`src/rtl/score_keeper.sv`:
```
// Game-score accumulator: turns gameplay event strobes into a saturating score,
// a persistent high score, the ghost-chain popup value and a one-shot extra life.
module score_keeper #(
  parameter logic [15:0] MAX_SCORE      = 16'd9999,
  parameter logic [15:0] PELLET_PTS     = 16'd10,
  parameter logic [15:0] POWER_PTS      = 16'd50,
  parameter logic [10:0] GHOST_BASE_PTS = 11'd200,
  parameter logic [15:0] EXTRA_LIFE_AT  = 16'd5000
) (
  input  logic        clk,
  input  logic        rst,
  input  logic [1:0]  MODE,
  input  logic        pellet_eaten,
  input  logic        power_eaten,
  input  logic        ghost_eaten,
  input  logic        fright_end,
  input  logic        fruit_eaten,
  input  logic [10:0] fruit_pts,
  output logic [15:0] score,
  output logic [15:0] high_score,
  output logic        extra_life,
  output logic [10:0] ghost_pts
);

  localparam logic [1:0] GAME_MODE_LOADING = 2'd0;
  localparam logic [1:0] GAME_MODE_READY   = 2'd1;
  localparam logic [1:0] GAME_MODE_PLAYING = 2'd2;
  localparam logic [1:0] GAME_MODE_FAIL    = 2'd3;

  logic [15:0] score_r;
  logic [15:0] high_score_r;
  logic        extra_life_r;
  logic [10:0] ghost_pts_r;
  logic [1:0]  chain_idx_r;
  logic        life_awarded_r;
  logic [1:0]  mode_r;

  logic        playing_s;
  logic        new_game_s;
  logic [16:0] ghost_val_s;
  logic [16:0] add_s;
  logic [16:0] sum_s;
  logic [15:0] nxt_s;
  logic [1:0]  chain_nxt_s;
  logic        life_hit_s;

  // Decode mode, form the per-cycle point sum and the saturated next score.
  always_comb begin
    playing_s   = 1'b0;
    new_game_s  = 1'b0;
    ghost_val_s = {6'd0, GHOST_BASE_PTS} << chain_idx_r;
    add_s       = 17'd0;
    case (MODE)
      GAME_MODE_PLAYING: playing_s  = 1'b1;
      GAME_MODE_READY:   new_game_s = (mode_r != GAME_MODE_READY);
      GAME_MODE_LOADING: playing_s  = 1'b0;
      GAME_MODE_FAIL:    playing_s  = 1'b0;
      default:           playing_s  = 1'b0;
    endcase
    if (pellet_eaten) add_s = add_s + {1'b0, PELLET_PTS};
    else              add_s = add_s;
    if (power_eaten)  add_s = add_s + {1'b0, POWER_PTS};
    else              add_s = add_s;
    if (ghost_eaten)  add_s = add_s + ghost_val_s;
    else              add_s = add_s;
    if (fruit_eaten)  add_s = add_s + {6'd0, fruit_pts};
    else              add_s = add_s;
    sum_s = {1'b0, score_r} + add_s;
    if (sum_s > {1'b0, MAX_SCORE}) nxt_s = MAX_SCORE;
    else                           nxt_s = sum_s[15:0];
    // A chain restart wins over a same-cycle ghost; that ghost was already paid at the old index.
    if (power_eaten || fright_end)            chain_nxt_s = 2'd0;
    else if (ghost_eaten && chain_idx_r != 2'd3) chain_nxt_s = chain_idx_r + 2'd1;
    else                                       chain_nxt_s = chain_idx_r;
    life_hit_s = !life_awarded_r && (score_r < EXTRA_LIFE_AT) && (nxt_s >= EXTRA_LIFE_AT);
  end

  // Score, high score, chain and extra-life state.
  always_ff @(posedge clk) begin
    if (rst) begin
      score_r        <= 16'd0;
      high_score_r   <= 16'd0;
      extra_life_r   <= 1'b0;
      ghost_pts_r    <= 11'd0;
      chain_idx_r    <= 2'd0;
      life_awarded_r <= 1'b0;
      mode_r         <= GAME_MODE_LOADING;
    end else begin
      mode_r       <= MODE;
      extra_life_r <= 1'b0;
      if (new_game_s) begin
        score_r        <= 16'd0;
        chain_idx_r    <= 2'd0;
        life_awarded_r <= 1'b0;
      end else if (playing_s) begin
        score_r     <= nxt_s;
        chain_idx_r <= chain_nxt_s;
        if (nxt_s > high_score_r) high_score_r <= nxt_s;
        if (life_hit_s) begin
          extra_life_r   <= 1'b1;
          life_awarded_r <= 1'b1;
        end
        if (ghost_eaten) ghost_pts_r <= ghost_val_s[10:0];
      end
    end
  end

  assign score      = score_r;
  assign high_score = high_score_r;
  assign extra_life = extra_life_r;
  assign ghost_pts  = ghost_pts_r;

endmodule

```
`config.mk`:
```
export PLATFORM = sky130hd
export DESIGN_NAME = score_keeper
export DESIGN_NICKNAME = d
export VERILOG_FILES = /design/src/rtl/score_keeper.sv
export SDC_FILE = /design/constraint.sdc
export NUM_CORES = 1
export LEC_CHECK = 0
export CORE_ASPECT_RATIO = 0.75
export CORE_MARGIN = 2
export CORE_UTILIZATION = 45
export CTS_CLUSTER_SIZE = 16
export DETAILED_ROUTE_END_ITERATION = 10
export PLACE_DENSITY = 0.69
export SETUP_SLACK_MARGIN = 0.1
export SLEW_MARGIN = 20
export SYNTH_ARGS = -nofsm -noshare
export SYNTH_HDL_FRONTEND = slang
export SYNTH_SLANG_ARGS = --single-unit
export TNS_END_PERCENT = 1
```
`constraint.sdc`:
```
create_clock -name clk -period 20.7 [get_ports clk]
set_input_delay 3.105 -clock clk [delete_from_list [all_inputs] [get_ports clk]]
set_output_delay 3.105 -clock clk [all_outputs]
set_load 0.005 [all_outputs]
```
==> results of run 1 <==
[registers in the layout, indices dropped and copies added (netlist names)]
| register | cells |
|---|---|
| chain_idx_r | 2 |
| extra_life | 1 |
| ghost_pts | 8 |
| life_awarded_r | 1 |
| mode_r | 2 |
| high_score | 16 |
| score | 16 |
[layout make-up]
| type | instances | area [um2] |
|---|---|---|
| inverter | 33 | 124 |
| tap | 108 | 135 |
| fill | 797 | 3710 |
| multi-input combinational | 398 | 2710 |
| clock buffer | 6 | 139 |
| timing repair buffer | 63 | 623 |
| clock inverter | 2 | 16.3 |
| sequential | 46 | 921 |
[power groups by stage]
| stage | clock network, uW | registers, uW | logic [uW] |
|---|---|---|---|
| floorplan | 0 | 98.5 | 79.0 |
| global placement | 0 | 99.2 | 107 |
| detailed placement | 0 | 99.3 | 109 |
| CTS | 86.5 | 97.3 | 110 |
| global route | 90.7 | 98.0 | 126 |
| finish | 84.5 | 97.4 | 111 |
[cell usage after synthesis, types with 10 or more instances]
library cell / count
nand2_1: 52
inv_1: 33
nor2_1: 50
a21oi_1: 31
clkbuf_1: 10
nand3_1: 10
o21ai_0: 27
ha_1: 46
dfxtp_1: 46
a31oi_1: 14
xnor2_1: 16
[metal layers]
layer | wire length (um) | track usage
met5 | 0 | 0
met4 | 97 | 0.0523
met1 | 5110 | 0.327
met3 | 678 | 0.0448
met2 | 3980 | 0.303
[cells by family (layout without fill, tap and decap cells)]
group	Yosys count	in the layout	share of synthesized area
AOI/OAI and AO/OA	134	134	0.226
xor gates and xnor gates	23	23	0.0523
adders and majority gates	50	50	0.168
buffers and inverters	56	104	0.0630
DFF	46	46	0.239
muxes	12	12	0.0325
other	1	5	0.000973
and+or+nand+nor	174	174	0.218
[stage by stage]
stage	util	area [um2]
after floorplan	-	3870
after global placement	0.538	4510
after detailed placement	0.538	4510
after CTS	0.556	4660
after global routing	0.557	4670
final	0.557	4670
[critical path: cells and delay by family]
| kind | cells | cell delay [ns] |
|---|---|---|
| buffers and inverters | 3 | 1.11 |
| xor gates and xnor gates | 3 | 0.54 |
| and+or+nand+nor | 7 | 1.32 |
| adders and majority gates | 5 | 1.89 |
| AOI/OAI and AO/OA | 13 | 3.55 |
[worst max-delay path by stage]
stage / cells past startpoint / endpoint / slack [ns]
5_1_grt: 30 / high_score[6] / 8.65
4_1_cts: 31 / high_score[6] / 9.41
6_report: 31 / high_score[6] / 9.36
2_1_floorplan: 32 / high_score[11] / 11.32
3_3_place_gp: 31 / high_score[6] / 9.26
3_5_place_dp: 30 / high_score[6] / 9.16
==> flow_metrics.env, run 1 <==
export IMPL_status="finished, final reports clean"
export IMPL_nets=616
export IMPL_wl_mm=9.87
export IMPL_finalSetupTns_ns=0
export IMPL_yosysWarnings=0
export IMPL_cp_max_fo=14
export IMPL_cts_made_buffers=5
export IMPL_synth_area_um2=3850
export IMPL_max_cap_viol_count=0
export IMPL_critPathSlowestCell="a31oi_1"
export IMPL_worstPathArrival_ns=11.52
export IMPL_hp_class="flop to flop"
export IMPL_r2r_end="high_score[6]"
export IMPL_insertion_delay_ns=0.30
export IMPL_layout_min_cycle_time_ns=11.34
export IMPL_ys_async_sr_fraction=0
export IMPL_routedWlPerCell_um=15.0
export IMPL_synthCells=496
export IMPL_sequentialPowerShare=0.333
export IMPL_grt_first_pass_wirelength_mm=16.6
export IMPL_total_power_uw=293
export IMPL_hp_start="ghost_pts[5]"
export IMPL_stdcell_count=656
export IMPL_switchingPower_uw=101
export IMPL_worstSetupPathType="input pin to flop"
export IMPL_layout_commonest_cell="clkdlybuf4s50_1"
export IMPL_die_w_um=111
export IMPL_timing_hold_ws_ns=0.464
export IMPL_p_int_uw=192
export IMPL_setup_viol=0
export IMPL_slew_violations=0
export IMPL_vias=3695
export IMPL_first_iter_violations=263
export IMPL_hold_viol=0
export IMPL_hpwl_mm=7.78
export IMPL_max_stage_delay_ns=0.79
export IMPL_leakage_uw=0.00187
export IMPL_die_h_um=84.1
export IMPL_power_density_nw_per_um2=62.7
export IMPL_max_slew_margin=0.365
export IMPL_synth_edf_count=0
export IMPL_crit_path_frequent_cell="ha_1"
export IMPL_cp_startpoint="power_eaten"
export IMPL_timing_hold_worst_endpoint="ghost_pts[5]"
export IMPL_port_buffers=60
export IMPL_ctsResizeCount=0
export IMPL_diodes=0
export IMPL_ios=64
export IMPL_holdPathStages=2
export IMPL_ys_seq_area_frac=0.239
export IMPL_max_freq_mhz=88.2
export IMPL_antenna_left=0
export IMPL_dp_cells=648
export IMPL_mostFrequentLayoutCells="60 x clkdlybuf4s50_1, 52 x nand2_1, 50 x nor2_1, 46 x ha_1, 46 x dfxtp_1"
export IMPL_synth_largest_area_cell="dfxtp_1"
export IMPL_post_cts_setup_buffers=0
export IMPL_rsz0062_at_grt="false"
export IMPL_p_clk_frac=0.289
export IMPL_area_delta_synth_final_pct=21.2
export IMPL_cp_end_kind="flop"
export IMPL_fin_ws_ns=9.36
export IMPL_start_util=0.460
export IMPL_hold_buffers=0
export IMPL_drt_vias_per_instance=5.63
export IMPL_crit_path_start_kind="input pin"
export IMPL_cts_sinks=46
export IMPL_drive_gt1_frac=0.0474
export IMPL_clk_pin_slew_ns=0.06
export IMPL_p_sw_frac=0.345
export IMPL_rr_worst_depth=33
export IMPL_grt_pass1_vias=3426
export IMPL_detail_route_first_pass_iterations=5
export IMPL_grt_max_degree=32
export IMPL_finClkSkew_ns=0.00960
export IMPL_grt_antenna_before_repair=0
export IMPL_ys_flop_type="dfxtp_1"
export IMPL_crit_required_ns=20.88
export IMPL_fin_crit_sh=0.548
export IMPL_yosys_register_bits=46
export IMPL_ff2ff_setup_slack_ns=11.82
export IMPL_cts_tree="done"
export IMPL_synth_cell_types=61
export IMPL_pre_cts_ws_ns=9.16
export IMPL_ys_top_cells_by_area="dfxtp_1 24%, ha_1 15%, nand2_1 5.1%"
export IMPL_synth_top_cell_area_share=0.239
export IMPL_drc=0
export IMPL_grtUsageTotal=0.213
export IMPL_die_area_um2=9320
export IMPL_htree_num_levels=2
export IMPL_grt_overflow=0
export IMPL_timing_rr_start="chain_idx_r[1]"
export IMPL_cts_buffer_depth=2
export IMPL_core_um2=8380
export IMPL_num_rows=29
export IMPL_gp_congestion=0.882
export IMPL_ir_drop_uv=42.4
export IMPL_avgSynthCellArea_um2=7.77
export IMPL_power_frac_comb=0.378
export IMPL_tightest_slew_ns=0.949
export IMPL_cts_root_buffer="clkbuf_16"
Power figures use the tool's default switching activity.
==> inputs of run 2 (changes only) <==
==> constraint.sdc (replaced) <==
create_clock -name clk -period 11.1 [get_ports clk]
set_input_delay 1.665 -clock clk [delete_from_list [all_inputs] [get_ports clk]]
set_output_delay 1.665 -clock clk [all_outputs]
set_load 0.005 [all_outputs]
==> run 2 against run 1 <==
  * Hold slack improved by 0.0016 ns
  * First-iteration DRC count shrank 18%
  * Clock skew down 0.0037 ns
  * Non-clock buffer count unchanged
  * Sequential share of layout area about the same
  * Critical path type unchanged
  * Largest cell class unchanged
  * Combinational power rose by 89%
  * Critical path depth is the same
  * Worst setup slack lost 8.2 ns
==> flow_metrics.env, run 2 (synthesis gave the netlist of run 1 again) <==
export IMPL_drc=0
export IMPL_port_buffers=60
export IMPL_hold_buffers=0
export IMPL_critPathTopFamily="compound AO/OA/AOI/OAI gates"
export IMPL_timing_hold_worst_endpoint="ghost_pts[5]"
export IMPL_hpwl_mm=7.78
export IMPL_worstPathArrival_ns=10.18
export IMPL_hp_start="ghost_pts[5]"
export IMPL_fin_ws_ns=1.12
export IMPL_antenna_left=0
export IMPL_grtUsageTotal=0.211
export IMPL_timing_rr_start="chain_idx_r[1]"
export IMPL_cts_made_buffers=5
export IMPL_power_density_nw_per_um2=120
export IMPL_top_layer_used="met4"
export IMPL_critPathBufInv=3
export IMPL_diodes=0
export IMPL_core_um2=8380
export IMPL_max_stage_delay_ns=0.82
export IMPL_setup_viol=0
export IMPL_cp_max_fo=14
export IMPL_cp_end_kind="flop"
export IMPL_wl_mm=9.92
export IMPL_crit_required_ns=11.29
export IMPL_rsz0062_at_grt="false"
export IMPL_wl_met3_um=589
export IMPL_status="finished, final reports clean"
export IMPL_ctsResizeCount=0
export IMPL_mostFrequentLayoutCells="60 x clkdlybuf4s50_1, 52 x nand2_1, 50 x nor2_1, 46 x ha_1, 46 x dfxtp_1"
export IMPL_htree_num_levels=2
export IMPL_gp_congestion=0.881
export IMPL_r2r_end="high_score[1]"
export IMPL_cts_sinks=46
export IMPL_grt_overflow=0
export IMPL_cts_root_buffer="clkbuf_16"
export IMPL_die_h_um=84.1
export IMPL_worstSetupPathType="input pin to flop"
export IMPL_wl_met2_mm=4.10
export IMPL_die_area_um2=9320
export IMPL_hp_class="flop to flop"
export IMPL_vias=3725
export IMPL_n_fill_cell=798
export IMPL_rr_worst_depth=33
export IMPL_post_cts_setup_buffers=0
export IMPL_max_slew_margin=0.335
export IMPL_max_freq_mhz=100
export IMPL_cp_startpoint="power_eaten"
export IMPL_hold_viol=0
export IMPL_leakage_uw=0.00188
export IMPL_total_power_uw=562
export IMPL_finClkSkew_ns=0.00591
export IMPL_die_w_um=111
export IMPL_critPathSlowestCell="a31oi_1"
export IMPL_tightest_slew_ns=0.993
export IMPL_crit_path_frequent_cell="ha_1"
export IMPL_ir_drop_uv=75.3
export IMPL_detail_route_first_pass_iterations=5
export IMPL_slew_violations=0
export IMPL_ios=64
export IMPL_cts_buffer_depth=2
export IMPL_holdPathStages=2
export IMPL_finalSetupTns_ns=0
export IMPL_num_rows=29
export IMPL_max_cap_viol_count=0
export IMPL_cts_tree="done"
export IMPL_final_core_util=0.558
export IMPL_crit_cells=31
export IMPL_layout_min_cycle_time_ns=9.98
export IMPL_area_delta_synth_final_pct=21.4
export IMPL_ff2ff_setup_slack_ns=2.16
export IMPL_insertion_delay_ns=0.29
export IMPL_crit_path_start_kind="input pin"
export IMPL_pre_cts_ws_ns=1.00
export IMPL_wl_met1_mm=5.13
export IMPL_first_iter_violations=215
export IMPL_layout_commonest_cell="clkdlybuf4s50_1"
export IMPL_drive_gt1_frac=0.0438
export IMPL_fin_crit_sh=0.899
export IMPL_routedWlPerCell_um=15.1
export IMPL_grt_first_pass_wirelength_mm=16.5
export IMPL_grt_pass1_vias=3377
export IMPL_clk_pin_slew_ns=0.07
export IMPL_start_util=0.460
export IMPL_nets=616
export IMPL_drt_vias_per_instance=5.68
export IMPL_grt_max_degree=32
export IMPL_grt_antenna_before_repair=0
[run 2: metal layers]
layer  up-vias  track usage
met5         -            0
met4         0       0.0466
met3        11       0.0368
met2       120        0.313
met1      1725        0.319
li1       1869            -
[run 2: worst min-delay path: cells and delay by family (launching register included)]
family | cells | cell delay (ns)
AND/OR/NAND/NOR | 1 | 0.05
AO/OA/AOI/OAI | 1 | 0.06
flip-flops | 1 | 0.31
[run 2: area by class of cell]
class | instances | area (um2) | area share
Timing Repair Buffer | 63 | 623 | 0.133
Multi-Input combinational cell | 398 | 2710 | 0.580
Sequential cell | 46 | 921 | 0.197
Inverter | 33 | 124 | 0.0265
Clock inverter | 1 | 30.0 | 0.00642
Clock buffer | 7 | 133 | 0.0284
Tap cell | 108 | 135 | 0.0289
[run 2: per-stage QoR]
stage / cells / cell area, um2 / hold WS (ns)
6_report: 656 / 4680 / 0.466
5_1_grt: 656 / 4680 / 0.484
4_1_cts: 656 / 4670 / 0.465
3_5_place_dp: 648 / 4510 / 0.451
3_3_place_gp: 648 / 4510 / 0.447
2_1_floorplan: 500 / 3870 / 0.442
[run 2: worst max-delay path by stage]
stage	end
finish	high_score[1]
global route	high_score[1]
floorplan	high_score[11]
global placement	high_score[0]
detailed placement	high_score[1]
CTS	high_score[1]
[run 2: where the power goes]
part	total, uW	internal, uW	leakage [uW]	switching (uW)
sequential	181	174	0.000374	7.89
combinational	210	94.1	0.00142	116
clock	171	107	0.0000781	64.1
==> inputs of run 3 (changes only) <==
--- a/config.mk
+++ b/config.mk
@@ -10,7 +10,7 @@
 export CORE_UTILIZATION = 45
 export CTS_CLUSTER_SIZE = 16
 export DETAILED_ROUTE_END_ITERATION = 10
-export PLACE_DENSITY = 0.69
+export DONT_BUFFER_PORTS = 1
 export SETUP_SLACK_MARGIN = 0.1
 export SLEW_MARGIN = 20
 export SYNTH_ARGS = -nofsm -noshare
==> run 3 against run 2 <==
  * Worst setup slack better by 0.73 ns
  * Sequential share of layout area is 3.0 points higher
  * Non-clock buffer count shrank 61
==> flow_metrics.env, run 3 (synthesis gave the netlist of run 1 again) <==
export IMPL_status="finished, final reports clean"
export IMPL_crit_required_ns=11.29
export IMPL_hold_viol=0
export IMPL_hpwl_mm=7.52
export IMPL_die_h_um=84.1
export IMPL_nets=555
export IMPL_grt_overflow=0
export IMPL_ios=64
export IMPL_slew_violations=0
export IMPL_critPathBufInv=1
export IMPL_cp_end_kind="flop"
export IMPL_rsz0062_at_grt="false"
export IMPL_vias=3504
export IMPL_grt_antenna_before_repair=0
export IMPL_drt_vias_per_instance=5.89
export IMPL_clk_pin_slew_ns=0.06
export IMPL_layout_commonest_cell="nand2_1"
export IMPL_critPathTopFamily="compound AO/OA/AOI/OAI gates"
export IMPL_grt_max_degree=32
export IMPL_mostFrequentLayoutCells="52 x nand2_1, 50 x nor2_1, 46 x ha_1, 46 x dfxtp_1, 33 x inv_1"
export IMPL_worstSetupPathType="input pin to flop"
export IMPL_first_iter_violations=245
export IMPL_max_cap_viol_count=0
export IMPL_port_buffers=0
export IMPL_finalSetupTns_ns=0
export IMPL_fin_crit_sh=0.834
export IMPL_p_int_uw=356
export IMPL_gp_congestion=0.846
export IMPL_max_slew_margin=0.315
export IMPL_rr_worst_depth=31
export IMPL_diodes=0
export IMPL_switchingPower_uw=178
export IMPL_routedWlPerCell_um=16.4
export IMPL_layout_min_cycle_time_ns=9.25
export IMPL_crit_path_frequent_cell="ha_1"
export IMPL_holdPathStages=2
export IMPL_power_frac_comb=0.338
export IMPL_critPathSlowestCell="a31oi_1"
export IMPL_power_density_nw_per_um2=131
export IMPL_area_delta_synth_final_pct=5.52
export IMPL_post_cts_setup_buffers=0
export IMPL_p_sw_frac=0.333
export IMPL_core_um2=8380
export IMPL_hp_class="flop to flop"
export IMPL_max_freq_mhz=108
export IMPL_cts_sinks=46
export IMPL_setup_viol=0
export IMPL_cts_made_buffers=5
export IMPL_die_area_um2=9320
export IMPL_die_w_um=111
export IMPL_detail_route_first_pass_iterations=4
export IMPL_drive_gt1_frac=0.0472
export IMPL_p_clk_frac=0.318
export IMPL_start_util=0.460
export IMPL_grtUsageTotal=0.206
export IMPL_hold_buffers=0
export IMPL_sequentialPowerShare=0.344
export IMPL_crit_cells=29
export IMPL_max_stage_delay_ns=0.84
export IMPL_cts_root_buffer="clkbuf_16"
export IMPL_htree_num_levels=2
export IMPL_cts_tree="done"
export IMPL_grt_pass1_vias=3084
export IMPL_crit_path_start_kind="input pin"
export IMPL_ctsResizeCount=0
export IMPL_ir_drop_uv=84.9
export IMPL_wl_mm=9.73
export IMPL_worstPathArrival_ns=9.44
export IMPL_ff2ff_setup_slack_ns=2.23
export IMPL_cp_max_fo=25
export IMPL_antenna_left=0
export IMPL_drc=0
export IMPL_finClkSkew_ns=0.00509
export IMPL_tightest_slew_ns=1.03
export IMPL_insertion_delay_ns=0.29
export IMPL_num_rows=29
export IMPL_grt_first_pass_wirelength_mm=15.8
export IMPL_cts_buffer_depth=2
export IMPL_final_core_util=0.485
export IMPL_leakage_uw=0.00166
-- run 3: changes by cell type in the layout (fill, tap and decap cells not counted), sizes merged --
cell / change
clkdlybuf4s50: -60
buf: -1
-- run 3: power groups by stage --
stage | Sequential (uW) | Clock (uW) | Combinational [uW]
6_report | 183 | 170 | 181
4_1_cts | 184 | 174 | 179
5_1_grt | 184 | 179 | 206
2_1_floorplan | 184 | 0 | 147
3_5_place_dp | 187 | 0 | 177
3_3_place_gp | 187 | 0 | 174
-- run 3: metal layers --
layer | track usage | wire length, um | vias up
li1 | - | - | 1753
met2 | 0.284 | 3850 | 106
met4 | 0.0466 | 93 | 0
met5 | 0 | 0 | -
met3 | 0.0527 | 732 | 11
met1 | 0.317 | 5050 | 1634
-- run 3: cell type report --
| class | count | area, um2 |
|---|---|---|
| Clock buffer | 7 | 133 |
| Clock inverter | 1 | 30.0 |
| Fill cell | 807 | 4320 |
| Inverter | 33 | 124 |
| Multi-Input combinational cell | 398 | 2710 |
| Sequential cell | 46 | 921 |
| Tap cell | 108 | 135 |
| Timing Repair Buffer | 2 | 15.0 |
-- run 3: metrics by stage --
step           setup slack, ns  hold slack, ns  total power, uW  cell area [um2]  instances
2_1_floorplan             3.16           0.442              331             3870        500
3_3_place_gp              1.81           0.459              362             3900        587
3_5_place_dp              1.63           0.465              364             3900        587
4_1_cts                   1.90           0.474              536             4070        595
5_1_grt                   1.09           0.489              569             4070        595
6_report                  1.85           0.472              534             4070        595
-- run 3: worst paths after layout --
kind                                      from             to
worst min-delay path              ghost_pts[4]   ghost_pts[4]
worst max-delay path              pellet_eaten  high_score[6]
worst max register to register  chain_idx_r[1]  high_score[6]
worst min register to register    ghost_pts[4]   ghost_pts[4]
-- run 3: worst register-to-register path: cells and delay by family (launching register included) --
family,cells,cell delay [ns]
AO/OA/AOI/OAI,11,3.71
AND/OR/NAND/NOR,8,1.48
adder cells (fa/ha/maj),7,2.35
XOR/XNOR,3,0.51
flip-flops,1,0.50
buffers and inverters,2,0.23
